--- src/rtl/fifo_uart_tx_pkg.sv ---
// Shared types and default parameter values for the FIFO-draining UART transmitter.
// State encodings are 3-bit so they match the legacy define-file values one for one.
package fifo_uart_tx_pkg;

   typedef enum logic [2:0] {
      ST_IDLE   = 3'd0,
      ST_FETCH  = 3'd1,
      ST_LOAD   = 3'd2,
      ST_START  = 3'd3,
      ST_DATA   = 3'd4,
      ST_PARITY = 3'd5,
      ST_STOP   = 3'd6
   } state_e;

   localparam int unsigned DEF_CLKS_PER_BIT = 16;
   localparam int unsigned DEF_DATA_WIDTH   = 8;
   localparam int unsigned DEF_PARITY_EN    = 0;
   localparam int unsigned DEF_PARITY_ODD   = 0;
   localparam int unsigned DEF_STOP_BITS    = 1;

endpackage

--- src/rtl/fifo_uart_tx_if.sv ---
// Read-side handshake between the synchronous FIFO and the UART transmitter.
// master = transmitter (issues read strobes), slave = FIFO.
interface fifo_uart_tx_if
   import fifo_uart_tx_pkg::*;
#(
   parameter int unsigned DATA_WIDTH = DEF_DATA_WIDTH
);
   logic                  fifo_empty;
   logic [DATA_WIDTH-1:0] fifo_data;
   logic                  fifo_read_n;

   modport master (input fifo_empty, input fifo_data, output fifo_read_n);
   modport slave  (output fifo_empty, output fifo_data, input fifo_read_n);
endinterface

--- src/rtl/fifo_uart_tx_baud_gen.sv ---
// Bit-period counter: counts 0..CLKS_PER_BIT-1 and pulses tick_o on the terminal count.
// clear_i holds the count at zero so the first bit after a clear is a full period.
module uart_baud_gen
   import fifo_uart_tx_pkg::*;
#(
   parameter int unsigned CLKS_PER_BIT = DEF_CLKS_PER_BIT
) (
   input  logic clock,
   input  logic reset_n,
   input  logic clear_i,
   output logic tick_o
);
   localparam int unsigned      CNT_W    = $clog2(CLKS_PER_BIT);
   localparam logic [CNT_W-1:0] TERMINAL = CNT_W'(CLKS_PER_BIT - 1);

   logic [CNT_W-1:0] cnt_q, cnt_d;

   always_comb begin
      tick_o = !clear_i && (cnt_q == TERMINAL);
      if (clear_i || tick_o) begin
         cnt_d = '0;
      end else begin
         cnt_d = cnt_q + 1'b1;
      end
   end

   always_ff @(posedge clock or negedge reset_n) begin
      if (!reset_n) begin
         cnt_q <= '0;
      end else begin
         cnt_q <= cnt_d;
      end
   end
endmodule

--- src/rtl/fifo_uart_tx.sv ---
// Drains the FIFO one byte at a time and sends each as a UART frame, LSB first.
// tx and the read strobe are registered from the next state so both are glitch-free.
module fifo_uart_tx
   import fifo_uart_tx_pkg::*;
#(
   parameter int unsigned CLKS_PER_BIT = DEF_CLKS_PER_BIT,
   parameter int unsigned DATA_WIDTH   = DEF_DATA_WIDTH,
   parameter int unsigned PARITY_EN    = DEF_PARITY_EN,
   parameter int unsigned PARITY_ODD   = DEF_PARITY_ODD,
   parameter int unsigned STOP_BITS    = DEF_STOP_BITS
) (
   input  logic                clock,
   input  logic                reset_n,
   input  logic                tx_enable_i,
   fifo_uart_tx_if.master      fifo_if,
   output logic                tx_o,
   output logic                busy_o,
   output logic                frame_done_o,
   output logic [15:0]         frame_count_o
);
   localparam int unsigned      IDX_W     = $clog2(DATA_WIDTH + 1);
   localparam logic [IDX_W-1:0] LAST_DATA = IDX_W'(DATA_WIDTH - 1);
   localparam logic [IDX_W-1:0] LAST_STOP = IDX_W'(STOP_BITS - 1);

   state_e                state_q, state_d;
   logic [DATA_WIDTH-1:0] shift_q, shift_d;
   logic                  parity_q, parity_d;
   logic [IDX_W-1:0]      idx_q, idx_d;
   logic                  tx_q, tx_d;
   logic                  rd_n_q, rd_n_d;
   logic [15:0]           count_q, count_d;
   logic                  tick, baud_clear, stop_last, can_fetch;

   // Counter is parked outside the frame so START always begins at count 0.
   assign baud_clear = (state_q == ST_IDLE) || (state_q == ST_FETCH) || (state_q == ST_LOAD);

   uart_baud_gen #(.CLKS_PER_BIT(CLKS_PER_BIT)) u_baud (
      .clock   (clock),
      .reset_n (reset_n),
      .clear_i (baud_clear),
      .tick_o  (tick)
   );

   // fifo_empty is only trusted in IDLE and on the last stop cycle; it lags the read edge.
   assign can_fetch = tx_enable_i && !fifo_if.fifo_empty;
   assign stop_last = (state_q == ST_STOP) && tick && (idx_q == LAST_STOP);

   always_comb begin
      state_d  = state_q;
      shift_d  = shift_q;
      parity_d = parity_q;
      idx_d    = idx_q;
      count_d  = count_q;
      unique case (state_q)
         ST_IDLE:  if (can_fetch) state_d = ST_FETCH;
         ST_FETCH: state_d = ST_LOAD;
         ST_LOAD: begin
            shift_d  = fifo_if.fifo_data;
            parity_d = (PARITY_ODD != 0);
            idx_d    = '0;
            state_d  = ST_START;
         end
         ST_START: if (tick) begin
            idx_d   = '0;
            state_d = ST_DATA;
         end
         ST_DATA: if (tick) begin
            parity_d = parity_q ^ shift_q[0];
            if (idx_q == LAST_DATA) begin
               idx_d   = '0;
               state_d = (PARITY_EN != 0) ? ST_PARITY : ST_STOP;
            end else begin
               idx_d   = idx_q + 1'b1;
               shift_d = shift_q >> 1;
            end
         end
         ST_PARITY: if (tick) begin
            idx_d   = '0;
            state_d = ST_STOP;
         end
         ST_STOP: if (tick) begin
            if (idx_q == LAST_STOP) begin
               count_d = count_q + 16'd1;
               state_d = can_fetch ? ST_FETCH : ST_IDLE;
            end else begin
               idx_d = idx_q + 1'b1;
            end
         end
         default: state_d = ST_IDLE;
      endcase

      unique case (state_d)
         ST_START:  tx_d = 1'b0;
         ST_DATA:   tx_d = shift_d[0];
         ST_PARITY: tx_d = parity_d;
         default:   tx_d = 1'b1;
      endcase
      rd_n_d = (state_d != ST_FETCH);
   end

   always_ff @(posedge clock or negedge reset_n) begin
      if (!reset_n) begin
         state_q  <= ST_IDLE;
         shift_q  <= '0;
         parity_q <= 1'b0;
         idx_q    <= '0;
         tx_q     <= 1'b1;
         rd_n_q   <= 1'b1;
         count_q  <= '0;
      end else begin
         state_q  <= state_d;
         shift_q  <= shift_d;
         parity_q <= parity_d;
         idx_q    <= idx_d;
         tx_q     <= tx_d;
         rd_n_q   <= rd_n_d;
         count_q  <= count_d;
      end
   end

   assign fifo_if.fifo_read_n = rd_n_q;
   assign tx_o                = tx_q;
   assign busy_o              = (state_q != ST_IDLE);
   assign frame_done_o        = stop_last;
   assign frame_count_o       = count_q;
endmodule

--- src/flat_wrapper.sv ---
// flat-port wrapper written by rule: the top's interface ports become plain ports
module fifo_uart_tx_flat import fifo_uart_tx_pkg::*;
#(
   parameter int unsigned CLKS_PER_BIT = DEF_CLKS_PER_BIT,
   parameter int unsigned DATA_WIDTH   = DEF_DATA_WIDTH,
   parameter int unsigned PARITY_EN    = DEF_PARITY_EN,
   parameter int unsigned PARITY_ODD   = DEF_PARITY_ODD,
   parameter int unsigned STOP_BITS    = DEF_STOP_BITS
)
  (clock, reset_n, tx_enable_i, tx_o, busy_o, frame_done_o, frame_count_o, fifo_if_fifo_empty, fifo_if_fifo_data, fifo_if_fifo_read_n);
  fifo_uart_tx_if #(.DATA_WIDTH(DATA_WIDTH)) fifo_if_i ();
  input  logic clock;
  input  logic reset_n;
  input  logic tx_enable_i;
  output logic tx_o;
  output logic busy_o;
  output logic frame_done_o;
  output logic [15:0] frame_count_o;
  input wire logic [$bits(fifo_if_i.fifo_empty)-1:0] fifo_if_fifo_empty;
  input wire logic [$bits(fifo_if_i.fifo_data)-1:0] fifo_if_fifo_data;
  output wire logic [$bits(fifo_if_i.fifo_read_n)-1:0] fifo_if_fifo_read_n;
  assign fifo_if_i.fifo_empty = fifo_if_fifo_empty;
  assign fifo_if_i.fifo_data = fifo_if_fifo_data;
  assign fifo_if_fifo_read_n = fifo_if_i.fifo_read_n;
  fifo_uart_tx #(.CLKS_PER_BIT(CLKS_PER_BIT), .DATA_WIDTH(DATA_WIDTH), .PARITY_EN(PARITY_EN), .PARITY_ODD(PARITY_ODD), .STOP_BITS(STOP_BITS)) u_core (.clock(clock), .reset_n(reset_n), .tx_enable_i(tx_enable_i), .fifo_if(fifo_if_i), .tx_o(tx_o), .busy_o(busy_o), .frame_done_o(frame_done_o), .frame_count_o(frame_count_o));
endmodule
--- config.mk ---
export PLATFORM = sky130hd
export DESIGN_NAME = fifo_uart_tx_flat
export DESIGN_NICKNAME = d
export VERILOG_FILES = /design/src/rtl/fifo_uart_tx_pkg.sv /design/src/rtl/fifo_uart_tx_if.sv /design/src/rtl/fifo_uart_tx_baud_gen.sv /design/src/rtl/fifo_uart_tx.sv /design/src/flat_wrapper.sv
export SDC_FILE = /design/constraint.sdc
export NUM_CORES = 1
export LEC_CHECK = 0
export CAP_MARGIN = 20
export CORE_MARGIN = 5
export CORE_UTILIZATION = 45
export DETAILED_ROUTE_END_ITERATION = 16
export PLACE_DENSITY_LB_ADDON = 0.05
export SLEW_MARGIN = 10
export SYNTH_ARGS = -nofsm -noshare
export SYNTH_HDL_FRONTEND = slang
export SYNTH_HIERARCHICAL = 1
export SYNTH_SLANG_ARGS = --single-unit
--- constraint.sdc ---
create_clock -name clock -period 3.6 [get_ports clock]
set_clock_uncertainty 0.2 [all_clocks]
set_input_delay 1.08 -clock clock [delete_from_list [all_inputs] [get_ports clock]]
set_output_delay 1.08 -clock clock [all_outputs]
set_load 0.01 [all_outputs]
Yosys cells after proc, flatten, opt, wreduce, memory -nomap -nowiden. Index checks and enable logic that the tools add are counted. Widths: inputs -> output; s select.

Bits in registers: 38. Latch bits: 0. RAM bits: 0. Memory bits (read-only): 0. Input bits: 12. Output and inout bits: 20. Logic and storage cells: 70. Memories kept: 0.

$add $sub $neg: 3. Multipliers: 0. Divide/modulo/power cells: 0. Magnitude comparators: 0. Equality and inequality tests: 17. Shifts and indexed selects: 0. Mux-type cells: 22. Bitwise gates (word level): 1. Reduce and logical (&&, ||, !) cells: 18.

Operators with widths (count): $mux 4 (6); $mux 3 (7); $pmux 3 s7 (1); $add 16x1->16 const B (1); $mux 8 (2); $pmux 4 s4 (1); $pmux 8 s2 (1); $eq 3x3->1 const B (5); $eq 3x2->1 const B (3); $add 4x1->4 const B (2); $ne 2x1->1 const B (3); $reduce_and 3->1 (2); $reduce_and 5->1 (1); $eq 4x3->1 const B (1); $eq 4x4->1 const B (1); $logic_and 1x1->1 (4); $logic_not 4->1 (1); $ne 2x2->1 const B (2); $reduce_bool 4->1 (1); $eq 3x1->1 const B (1); $logic_not 3->1 (1); $logic_or 1x1->1 (3); $ne 3x1->1 const B (1); $pmux 1 s3 (1); other kinds (7) (9).

Longest topological paths before layout. Gate-level depths: netlist of run 1.

Depth in word-level cells: 9. Mapped depth: 10. Mapped depth without buffers: 9.

Hierarchy. Netlist of run 1, hierarchy kept.

Modules (own cells, without submodules): fifo_uart_tx (instances 1, cells each 171, area an instance 1818.0 µm², seq. area each 853.3 µm²); uart_baud_gen (instances 1, cells each 15, area an instance 175.2 µm², seq. area each 100.1 µm²).

Worst setup path after synthesis of run 1. No wires, ideal clock.

Path kind: register to output. Start: register u_core.state_q[0]. End: output port frame_done_o. Arrival time: 1569 ps. Required time: 2320 ps. Setup slack: 751 ps. Cell stages (with the launch flop): 7. Path buffers: 1. Path through: dfrtp_1 -> buf_6 -> a21oi_1 -> nor2_1 -> and4bb_4 -> nand3_4 -> clkinv_2.

Longest elaborated chain between the ends: 7. Elaborated cells on any way between the ends: 10. Classes of those cells: eq/ne: 3; reduce/logical: 7.

RTL lines: start, declared (line fifo_uart_tx.sv:25) `state_e state_q, state_d;`; start signal, assigned (line fifo_uart_tx.sv:111) `state_q <= state_d;`; $eq 3x1->1 or $logic_not 3->1 (tied branches) (line fifo_uart_tx.sv:35) `assign baud_clear = (state_q == ST_IDLE) || (state_q == ST_FETCH) || (state_q == ST_LOAD);`; $logic_or 1x1->1 (line fifo_uart_tx.sv:35); $logic_or 1x1->1 * (line fifo_uart_tx.sv:35); named net u_core.baud_clear (line fifo_uart_tx.sv:32) `logic tick, baud_clear, stop_last, can_fetch;`; $logic_not 1->1 * (line fifo_uart_tx_baud_gen.sv:19) `tick_o = !clear_i && (cnt_q == TERMINAL);`; $logic_and 1x1->1 * (line fifo_uart_tx_baud_gen.sv:19); named net u_core.tick (line fifo_uart_tx.sv:32); $logic_and 1x1->1 * (2 in series) (line fifo_uart_tx.sv:46) `assign stop_last = (state_q == ST_STOP) && tick && (idx_q == LAST_STOP);`; end, declared (line flat_wrapper.sv:17) `output logic frame_done_o;`.

Mark *: on every way through the listed nets, which the timed path passes. The rest lies on a longest branch.

Final worst setup path of run 1.
Start: register u_core.u_baud.cnt_q[0]. End: output port frame_done_o.

Longest elaborated chain between the ends: 4.

RTL lines: start, declared (line fifo_uart_tx_baud_gen.sv:16) `logic [CNT_W-1:0] cnt_q, cnt_d;`; start signal, assigned (line fifo_uart_tx_baud_gen.sv:31) `cnt_q <= cnt_d;`; $eq 4x4->1 (line fifo_uart_tx_baud_gen.sv:19); $logic_and 1x1->1 (line fifo_uart_tx_baud_gen.sv:19); named net u_core.tick (line fifo_uart_tx.sv:32); $logic_and 1x1->1 (2 in series) (line fifo_uart_tx.sv:46).

The timed path passes the listed nets, and every way through them passes these cells.

==> results of run 1 <==
flip-flops by register name (all words and copies together) (netlist names):
name                        count
u_core/idx_q                    4
u_core/u_baud/cnt_q             4
u_core/frame_count_o           16
u_core/shift_q                  8
u_core/parity_q                 1
u_core/tx_o                     1
u_core/fifo_if.fifo_read_n      1
u_core/state_q                  3
worst paths after layout:
| kind | from | endpoint | slack [ns] |
|---|---|---|---|
| worst max-delay path | u_core/u_baud/cnt_q[0] | frame_done_o | 0.16 |
| worst min-delay path | u_core/frame_count_o[15] | u_core/frame_count_o[15] | 0.27 |
| worst max register to register | u_core/state_q[0] | u_core/tx_o | 1.28 |
| worst min register to register | u_core/frame_count_o[15] | u_core/frame_count_o[15] | 0.27 |
| max in group asynchronous | reset_n | u_core/fifo_if.fifo_read_n | 1.84 |
| min in group asynchronous | reset_n | u_core/shift_q[0] | 1.01 |
power groups by stage:
stage          registers, uW  clock network, uW  logic (uW)
5_1_grt                  436                384        33.8
3_3_place_gp             444                  0        29.7
6_report                 435                355        29.6
3_5_place_dp             444                  0        30.4
4_1_cts                  435                366        30.6
2_1_floorplan            443                  0        6.83
critical path, cell delays in order (launching register included):
cell	delay, ns
dfrtp_1	0.40
ha_2	0.24
nand3_1	0.10
nor2_2	0.11
and4bb_4	0.28
nand3_4	0.11
clkinv_2	0.10
clkdlybuf4s50_1	0.54
synth_stat cells, types with 2 or more instances:
cell type	number
nor2b_1	3
a21oi_1	2
nand2_1	32
nand2b_1	4
nand3_1	6
inv_1	5
buf_6	4
o211ai_2	3
and3_4	2
xnor2_1	15
o21ai_0	7
nand3b_1	2
dfrtp_1	36
and3_1	5
nor3_2	2
nand4_1	4
ha_1	4
nor2_1	7
dfstp_2	2
a22oi_1	7
a31oi_1	3
area by class of cell:
class | count | area (um^2) | share of cell area
Clock buffer | 5 | 68.8 | 0.0279
Clock inverter | 3 | 40.0 | 0.0162
Sequential cell | 38 | 953 | 0.387
Tap cell | 52 | 65.1 | 0.0264
Multi-Input combinational cell | 135 | 963 | 0.391
Inverter | 7 | 27.5 | 0.0112
Timing Repair Buffer | 36 | 348 | 0.141
what timing repair did:
action,4_1_cts,5_1_grt
gates resized for setup,0,2
endpoints found under the hold margin,0,0
setup endpoints to repair,0,1
routing by layer:
layer,part of all wire,wire length [um],track usage,vias to the layer above
li1,-,-,-,739
met1,0.48,1840,0.182,723
met2,0.45,1720,0.203,27
met3,0.056,216,0.0496,7
met4,0.014,55,0.0524,0
met5,0,0,0,-
cell families after synthesis:
logic type | synth area share
AOI/OAI and AO/OA | 0.141
xor gates and xnor gates | 0.0703
adders and majority gates | 0.0251
buffers and inverters | 0.0408
DFF | 0.478
muxes | 0.00565
and+or+nand+nor | 0.239
per-stage QoR:
stage / setup WS (ns) / instances / utilization
3_3_place_gp: 0.475 / 268 / 0.544
2_1_floorplan: 0.751 / 186 / -
6_report: 0.156 / 276 / 0.570
3_5_place_dp: 0.412 / 268 / 0.544
5_1_grt: 0.0217 / 276 / 0.570
4_1_cts: 0.0845 / 276 / 0.569
==> impl_results.md, run 1 <==
- Final hold violations: 0
- DRC Markers: 0
- Layout cell share with drive strength beyond 1: 0.156
- Post-CTS setup buffers: 0
- F_max: 290 MHz
- CP Max Fanout: 6
- Pleak: 0.00108 uW
- Area growth syn-to-layout: 23.7%
- Mapped Area: 1990 um^2
- Clk pwr share: 0.433
- Worst EP required: 2.32 ns
- Final GP Congestion: 0.850
- Ys async rst share: 1.00
- RSZ-0062 raised after global routing: no
- Starting DRC count in detailed routing: 32
- Clk_lat worst skew: 0.29 ns
- CTS Root Cell: clkbuf_8
- Drt via density: 5.42
- Post-synth cell types: 52
- Slew HR: 0.680
- Number of flops mapped to enable cells by yosys: 0
- Core ar.: 4320 um^2
- Port Buffers: 31
- CTS sink cnt: 38
- Vias in the first global route: 1452
- Setup-failing EPs final: 0
- Mapped Cells: 186
- Max Cap Viol: 0
- CP Launch Type: register
- GRT Total Usage: 0.137
- First-pass GRT wire length: 6580 um
- Die W: 76.6 um
- Most frequent cells in the layout: 36 x dfrtp_1, 32 x nand2_1, 31 x clkdlybuf4s50_1, 15 x xnor2_1
- Hold path depth: 1
- Share of the synthesized area in the top cell type: 0.452
- DR vias: 1496
- Initial Util: 0.461
- Total Routed Length: 3830 um
- Reg2reg path depth: 8
- CTS Buffer Depth: 2
- Largest net degree at the start of global routing: 39
- Finished Cell Area: 2470 um^2
- TritonRoute pass-1 iters: 4
- DR WL/cell: 13.9 um
- Top_reg_cell synth: dfrtp_1
- Pwr dens: 332 nW/um^2
- Pint: 652 uW
- Vert. Die Dim: 76.6 um
- Slew @ Worst Pin: 0.481 ns
- Net switching power: 168 uW
- Cell Area, Placed: 2350 um^2
- TNS Setup: 0 ns
- Comb pwr share: 0.036
- Grt ovf: 0
- Worst Setup End Kind: output port
- Max Transition Viols Final: 0
- Commonest non-fill, non-tap cell in the layout: dfrtp_1
- Switch share: 0.204
- WHS: 0.269 ns
- FP Rows: 24
- Htree depth: 2
- Period utilization: 0.957
- Synth warn: 6
- CTS tree: built
- Top cells by area, synth: dfrtp_1 45%, xnor2_1 6.6%, nand2_1 6.0%
- Post-CTS Hold Buffers: 0
- Status: complete, no violations
- Avg Cell Area, Syn: 10.7 um^2
- Yosys reg bits: 38
- Pwr Total: 820 uW
- Die Area: 5860 um^2
- Ant. Diodes: 0
- Initial antenna violation count: 0
- Total CTS buffers: 5
- Max VDD drop: 0.248 mV
- Filler cells: 380
- Flop pwr share: 0.531
- HP Class: register to register
- Final nets: 239
- Worst-path clk slew: 0.08 ns
- ANT nets after route: 0
- Worst Path Arrival: 2.16 ns
- Final worst path period need: 3.44 ns
- Io pins: 32
- Syn Nets: 202
- Crit path kind: register to output port
- Fraction of the yosys area taken by sequential cells: 0.478
- Synth area leader: dfrtp_1
- Detailed placement HPWL: 2800 um
Power figures use the tool's default switching activity.
==> run 2, diff against run 1 <==
--- a/config.mk
+++ b/config.mk
@@ -5,11 +5,11 @@
 export SDC_FILE = /design/constraint.sdc
 export NUM_CORES = 1
 export LEC_CHECK = 0
-export CAP_MARGIN = 20
 export CORE_MARGIN = 5
-export CORE_UTILIZATION = 45
+export CORE_UTILIZATION = 30
 export DETAILED_ROUTE_END_ITERATION = 16
 export PLACE_DENSITY_LB_ADDON = 0.05
+export SKIP_LAST_GASP = 1
 export SLEW_MARGIN = 10
 export SYNTH_ARGS = -nofsm -noshare
 export SYNTH_HDL_FRONTEND = slang
==> run 2 against run 1 <==
Compared with the run above:
- via count fell by 0.80%
- fmax down 0.19%
- register-to-register slack hardly changed
- critical endpoint unchanged
- worst setup slack got worse by 0.0066 ns
- largest cell class unchanged
- count of clock-buffer cells in the layout increased by 1
- sequential power about the same
- clock power fell by 14%
- critical path type unchanged
- core utilization is 18 points lower
==> impl_results.md, run 2 (synthesis results as in run 1) <==
- Status: complete, no violations
- Die W: 91.5 um (+20%)
- Setup-failing EPs final: 0 (unchanged)
- Most frequent cells in the layout: 36 x dfrtp_1, 32 x nand2_1, 30 x clkdlybuf4s50_1, 15 x xnor2_1
- Crit path cell chain: ha_2 > nand3_1 > nor2_1 > and4bb_4 > nand3_4 > clkinv_2 > clkdlybuf4s50_1
- DR WL/cell: 13.5 um (-2.4%)
- Port Buffers: 31 (unchanged)
- CTS tree: built
- Htree depth: 2 (unchanged)
- Clk_lat worst skew: 0.29 ns (about the same)
- Worst EP required: 2.32 ns (about the same)
- GRT Total Usage: 0.104 (-0.0330)
- F_max: 290 MHz (-0.19%)
- CTS sink cnt: 38 (unchanged)
- Worst setup path endpoint: frame_done_o
- Vias in the first global route: 1458 (+0.41%)
- Post-Route Utilization: 0.387 (-0.184)
- Crit-path max cell delay: 0.54 ns (about the same)
- Commonest non-fill, non-tap cell in the layout: dfrtp_1
- Total Routed Length: 4090 um (+6.8%)
- CTS Root Cell: clkbuf_8
- Drt via density: 4.91 (-9.3%)
- First-pass GRT wire length: 7070 um (+7.4%)
- Max Cap Viol: 0 (unchanged)
- Final worst path period need: 3.45 ns (+0.00656 ns)
- CP Launch Type: register
- Final hold violations: 0 (unchanged)
- Capture point of the worst reg-to-reg path: u_core/tx_o
- Starting DRC count in detailed routing: 58 (+81%)
- CTS Buffer Depth: 2 (unchanged)
- Area growth syn-to-layout: 24.6%
- ANT nets after route: 0 (unchanged)
- Slowest CP cell: clkdlybuf4s50_1
- WHS: 0.270 ns (+0.00180 ns)
- Max VDD drop: 0.132 mV (-47%)
- R2r setup slk: 1.27 ns (about the same)
- Reg2reg path depth: 8 (unchanged)
- Pwr dens: 310 nW/um^2 (-6.9%)
- Largest net degree at the start of global routing: 39 (unchanged)
- Cell Area, Placed: 2370 um^2 (+0.80%)
- Pleak: 0.00107 uW (-0.76%)
- Final nets: 240 (+0.42%)
- Die Area: 8370 um^2 (+43%)
- Detailed placement HPWL: 2950 um (+5.6%)
- Crit. Startpoint: u_core/u_baud/cnt_q[0]
- Post-CTS Hold Buffers: 0 (unchanged)
- Slew @ Worst Pin: 0.839 ns (+0.358 ns)
- Max Transition Viols Final: 0 (unchanged)
- Crit path kind: register to output port
- Total CTS buffers: 5 (unchanged)
- Pwr Total: 769 uW (-6.2%)
- TritonRoute pass-1 iters: 4 (unchanged)
- Finished Cell Area: 2480 um^2 (+0.71%)
- Vert. Die Dim: 91.5 um (+20%)
- CP Max Fanout: 6 (unchanged)
- Ant. Diodes: 0 (unchanged)
- Reg-to-Reg Start: u_core/state_q[0]
- Core ar.: 6420 um^2 (+49%)
- RSZ-0062 raised after global routing: no
- Initial antenna violation count: 0 (unchanged)
- Worst-path clk slew: 0.07 ns (about the same)
- Slew HR: 0.441 (-0.239)
- Layout cell share with drive strength beyond 1: 0.160 (+0.00375)
- Initial Util: 0.310 (-0.151)
- Final GP Congestion: 0.761 (-11%)
- Worst Path Arrival: 2.17 ns (about the same)
- Period utilization: 0.958 (+0.00182)
- Io pins: 32 (unchanged)
- DRC Markers: 0 (unchanged)
- Grt ovf: 0 (unchanged)
- TNS Setup: 0 ns (unchanged)
- FP Rows: 29 (+21%)
- HP Class: register to register
- Max reg flops: 16 (unchanged)
- Worst Setup End Kind: output port
- DR vias: 1484 (-0.80%)
run 2: changes by cell type in the layout (fill, tap and decap cells not counted), sizes merged:
cell and change:
buf +2, bufinv -1, clkbuf +1, clkdlybuf4s50 -1
clkinv -1, clkinvlp +1
run 2: layout make-up:
cell class | count | area (um^2)
clock inverters | 2 | 12.5
multi-input cells | 135 | 961
well taps | 77 | 96.3
repair buffers | 37 | 350
clock buffers | 6 | 82.6
fillers | 631 | 3940
inverters | 7 | 27.5
flip-flops and latches | 38 | 953
run 2: worst min path at each step:
stage / startpoint / to / slack (ns) / cells past startpoint
global route: u_core/frame_count_o[15] / u_core/frame_count_o[15] / 0.30 / 1
detailed placement: u_core/shift_q[6] / u_core/shift_q[6] / 0.27 / 2
global placement: u_core/shift_q[5] / u_core/shift_q[5] / 0.26 / 2
floorplan: u_core/shift_q[2] / u_core/shift_q[2] / 0.25 / 2
CTS: u_core/frame_count_o[15] / u_core/frame_count_o[15] / 0.28 / 1
finish: u_core/frame_count_o[15] / u_core/frame_count_o[15] / 0.27 / 1
run 2: power breakdown:
| group | switching [uW] | internal (uW) | total [uW] |
|---|---|---|---|
| sequential | 3.41 | 432 | 436 |
| combinational | 13.2 | 15.1 | 28.3 |
| clock | 151 | 154 | 305 |
run 2: per-stage QoR:
step,setup slack (ns),cells
after floorplan,0.751,186
after CTS,0.0713,300
after detailed placement,0.404,292
after global routing,0.0173,302
after global placement,0.457,292
final,0.150,302
run 2: timing repair:
action                                  CTS  global route
setup buffers                             0             2
resized for setup                         0             1
endpoints found under the setup margin    0             1
run 2: metal layers:
metal	vias up	GRT usage	wire, um
met3	5	0.0339	228
met2	29	0.158	1840
li1	734	-	-
met1	716	0.140	1970
met5	-	0	0
met4	0	0.0339	49
run 2: critical path, delay by kind of cell, from the launching register on:
kind	cells	cell delay [ns]
adders and majority gates	1	0.23
DFF	1	0.38
and+or+nand+nor	4	0.63
buffers and inverters	2	0.65
==> run 3, diff against run 2 <==
--- a/config.mk
+++ b/config.mk
@@ -5,7 +5,6 @@
 export SDC_FILE = /design/constraint.sdc
 export NUM_CORES = 1
 export LEC_CHECK = 0
-export CORE_MARGIN = 5
 export CORE_UTILIZATION = 30
 export DETAILED_ROUTE_END_ITERATION = 16
 export PLACE_DENSITY_LB_ADDON = 0.05
==> run 3 against run 2 <==
Compared with the run above:
- cell count unchanged
- global-route usage increased by 2.6 points
- fmax increased by 0.15%
- critical endpoint unchanged
- combinational power increased by 6%
- critical path depth unchanged
- largest cell class unchanged
==> impl_results.md, run 3 (synthesis results as in run 1) <==
- Final hold violations: 0 (unchanged)
- HP Class: register to register
- Crit. Startpoint: u_core/u_baud/cnt_q[1]
- Slowest CP cell: clkdlybuf4s50_1
- Status: complete, no violations
- DR vias: 1481 (-0.20%)
- FP Rows: 29 (unchanged)
- Max VDD drop: 0.129 mV (-2.3%)
- Worst Path Arrival: 2.17 ns (about the same)
- CP top delay family: buffers and inverters
- Reg-to-Reg Start: u_core/state_q[0]
- Max Cap Viol: 0 (unchanged)
- Final nets: 240 (unchanged)
- Setup slack after layout: 0.155 ns (+0.00504 ns)
- Worst-path clk slew: 0.08 ns (about the same)
- Core ar.: 6390 um^2 (-0.57%)
- Worst EP required: 2.32 ns (about the same)
- CTS Root Cell: clkbuf_8
- Final worst path period need: 3.45 ns (-0.00504 ns)
- Slew @ Worst Pin: 0.495 ns (-0.343 ns)
- Total CTS buffers: 5 (unchanged)
- Final GP Congestion: 0.728 (-4.4%)
- Filler cells: 663 (+5.1%)
- Die Area: 6970 um^2 (-17%)
- Worst path bufs/invs: 2 (unchanged)
- Initial Util: 0.312 (+0.00176)
- Total Routed Length: 4060 um (-0.86%)
- Period utilization: 0.957 (-0.00140)
- CP Launch Type: register
- Area growth syn-to-layout: 24.9%
- Hold Crit Start: u_core/frame_count_o[15]
- First-pass GRT wire length: 7380 um (+4.4%)
- DRC Markers: 0 (unchanged)
- Slew HR: 0.670 (+0.229)
- Commonest non-fill, non-tap cell in the layout: dfrtp_1
- FF+latch area: 953 um^2 (unchanged)
- Max Transition Viols Final: 0 (unchanged)
- Crit path cell chain: ha_2 > nand3_1 > nor2_1 > and4bb_4 > nand3_4 > clkinv_2 > clkdlybuf4s50_1
- TritonRoute pass-1 iters: 4 (unchanged)
- Crit path kind: register to output port
- F_max: 290 MHz (+0.15%)
- Max reg flops: 16 (unchanged)
- Layout cell share with drive strength beyond 1: 0.156 (-0.00444)
- Worst slack at placement: 0.408 ns (+0.00342 ns)
- RSZ-0062 raised after global routing: no
- Post-CTS Hold Buffers: 0 (unchanged)
- Ant. Diodes: 0 (unchanged)
- Port Buffers: 31 (unchanged)
- Io pins: 32 (unchanged)
- Crit-path max cell delay: 0.54 ns (about the same)
- TNS Setup: 0 ns (unchanged)
- Most frequent cells in the layout: 36 x dfrtp_1, 32 x nand2_1, 31 x clkdlybuf4s50_1, 15 x xnor2_1
- Largest net degree at the start of global routing: 39 (unchanged)
- ANT nets after route: 0 (unchanged)
- # placed instances: 293 (+0.34%)
- Starting DRC count in detailed routing: 79 (+36%)
- Setup-failing EPs final: 0 (unchanged)
- Vert. Die Dim: 83.5 um (-8.7%)
- Pwr dens: 310 nW/um^2 (+0.17%)
- GRT Total Usage: 0.130 (+0.0263)
- CTS tree: built
- R2r setup slk: 1.22 ns (-0.05 ns)
- Number of non-filler instances in the completed layout: 302 (unchanged)
- CTS Buffer Depth: 2 (unchanged)
- Initial antenna violation count: 0 (unchanged)
- Vias in the first global route: 1502 (+3.0%)
- Die W: 83.5 um (-8.7%)
- Detailed placement HPWL: 2920 um (-1.3%)
- DR WL/cell: 13.4 um (-0.86%)
- Htree depth: 2 (unchanged)
- Clk_lat worst skew: 0.29 ns (about the same)
- Grt ovf: 0 (unchanged)
- CTS sink cnt: 38 (unchanged)
- Worst Setup End Kind: output port
- CP Max Fanout: 6 (unchanged)
- Multi-input gate area: 961 um^2 (unchanged)
- Pleak: 0.00107 uW (about the same)
- Drt via density: 4.90 (-0.20%)
-- run 3: changes by cell type in the layout (fill, tap and decap cells not counted) --
cell,delta
buf_2,-1
clkdlybuf4s50_1,+1
-- run 3: final cells by class --
class | count | area share
sequential | 38 | 0.383
multi-input combinational | 135 | 0.386
tap | 77 | 0.0387
clock buffer | 6 | 0.0332
inverter | 7 | 0.0111
clock inverter | 2 | 0.00503
timing repair buffer | 37 | 0.143
-- run 3: metrics by stage --
| step | util | cell area [um^2] | power, uW | hold WS (ns) |
|---|---|---|---|---|
| 6_report | 0.390 | 2490 | 772 | 0.270 |
| 3_3_place_gp | 0.373 | 2380 | 474 | 0.262 |
| 2_1_floorplan | - | 1990 | 450 | 0.247 |
| 3_5_place_dp | 0.373 | 2380 | 475 | 0.264 |
| 4_1_cts | 0.388 | 2480 | 795 | 0.278 |
| 5_1_grt | 0.390 | 2490 | 809 | 0.282 |
-- run 3: final timing paths --
kind | endpoint | depth (start not counted)
hold / removal | u_core/frame_count_o[15] | 1
min in group asynchronous | u_core/shift_q[6] | 2
setup reg to reg | u_core/tx_o | 8
max in group asynchronous | u_core/fifo_if.fifo_read_n | 2
setup / recovery | frame_done_o | 7
hold reg to reg | u_core/frame_count_o[15] | 1
-- run 3: worst register-to-register path, delay by kind of cell (launching register included) --
kind | cells | cell delay, ns
and+or+nand+nor | 3 | 0.36
buffers and inverters | 1 | 0.17
AOI/OAI and AO/OA | 4 | 1.18
DFF | 1 | 0.38
-- run 3: report_power, final --
group	leakage, uW	internal [uW]	switching (uW)
registers	0.000477	432	3.45
logic	0.000546	16.4	13.6
clock network	0.0000472	154	152
total	0.00107	602	169
-- run 3: layer usage --
metal / GRT usage / vias to the layer above / routed length, um
li1: - / 730 / -
met1: 0.185 / 719 / 2050
met3: 0.0366 / 4 / 189
met4: 0.0370 / 0 / 34
met2: 0.194 / 28 / 1780
met5: 0 / - / 0
-- run 3: timing repair --
| action | in CTS | in global routing |
|---|---|---|
| endpoints found under the hold margin | 0 | 0 |
| resized for setup | 0 | 1 |
| setup endpoints to repair | 0 | 1 |
| setup buffers | 0 | 1 |
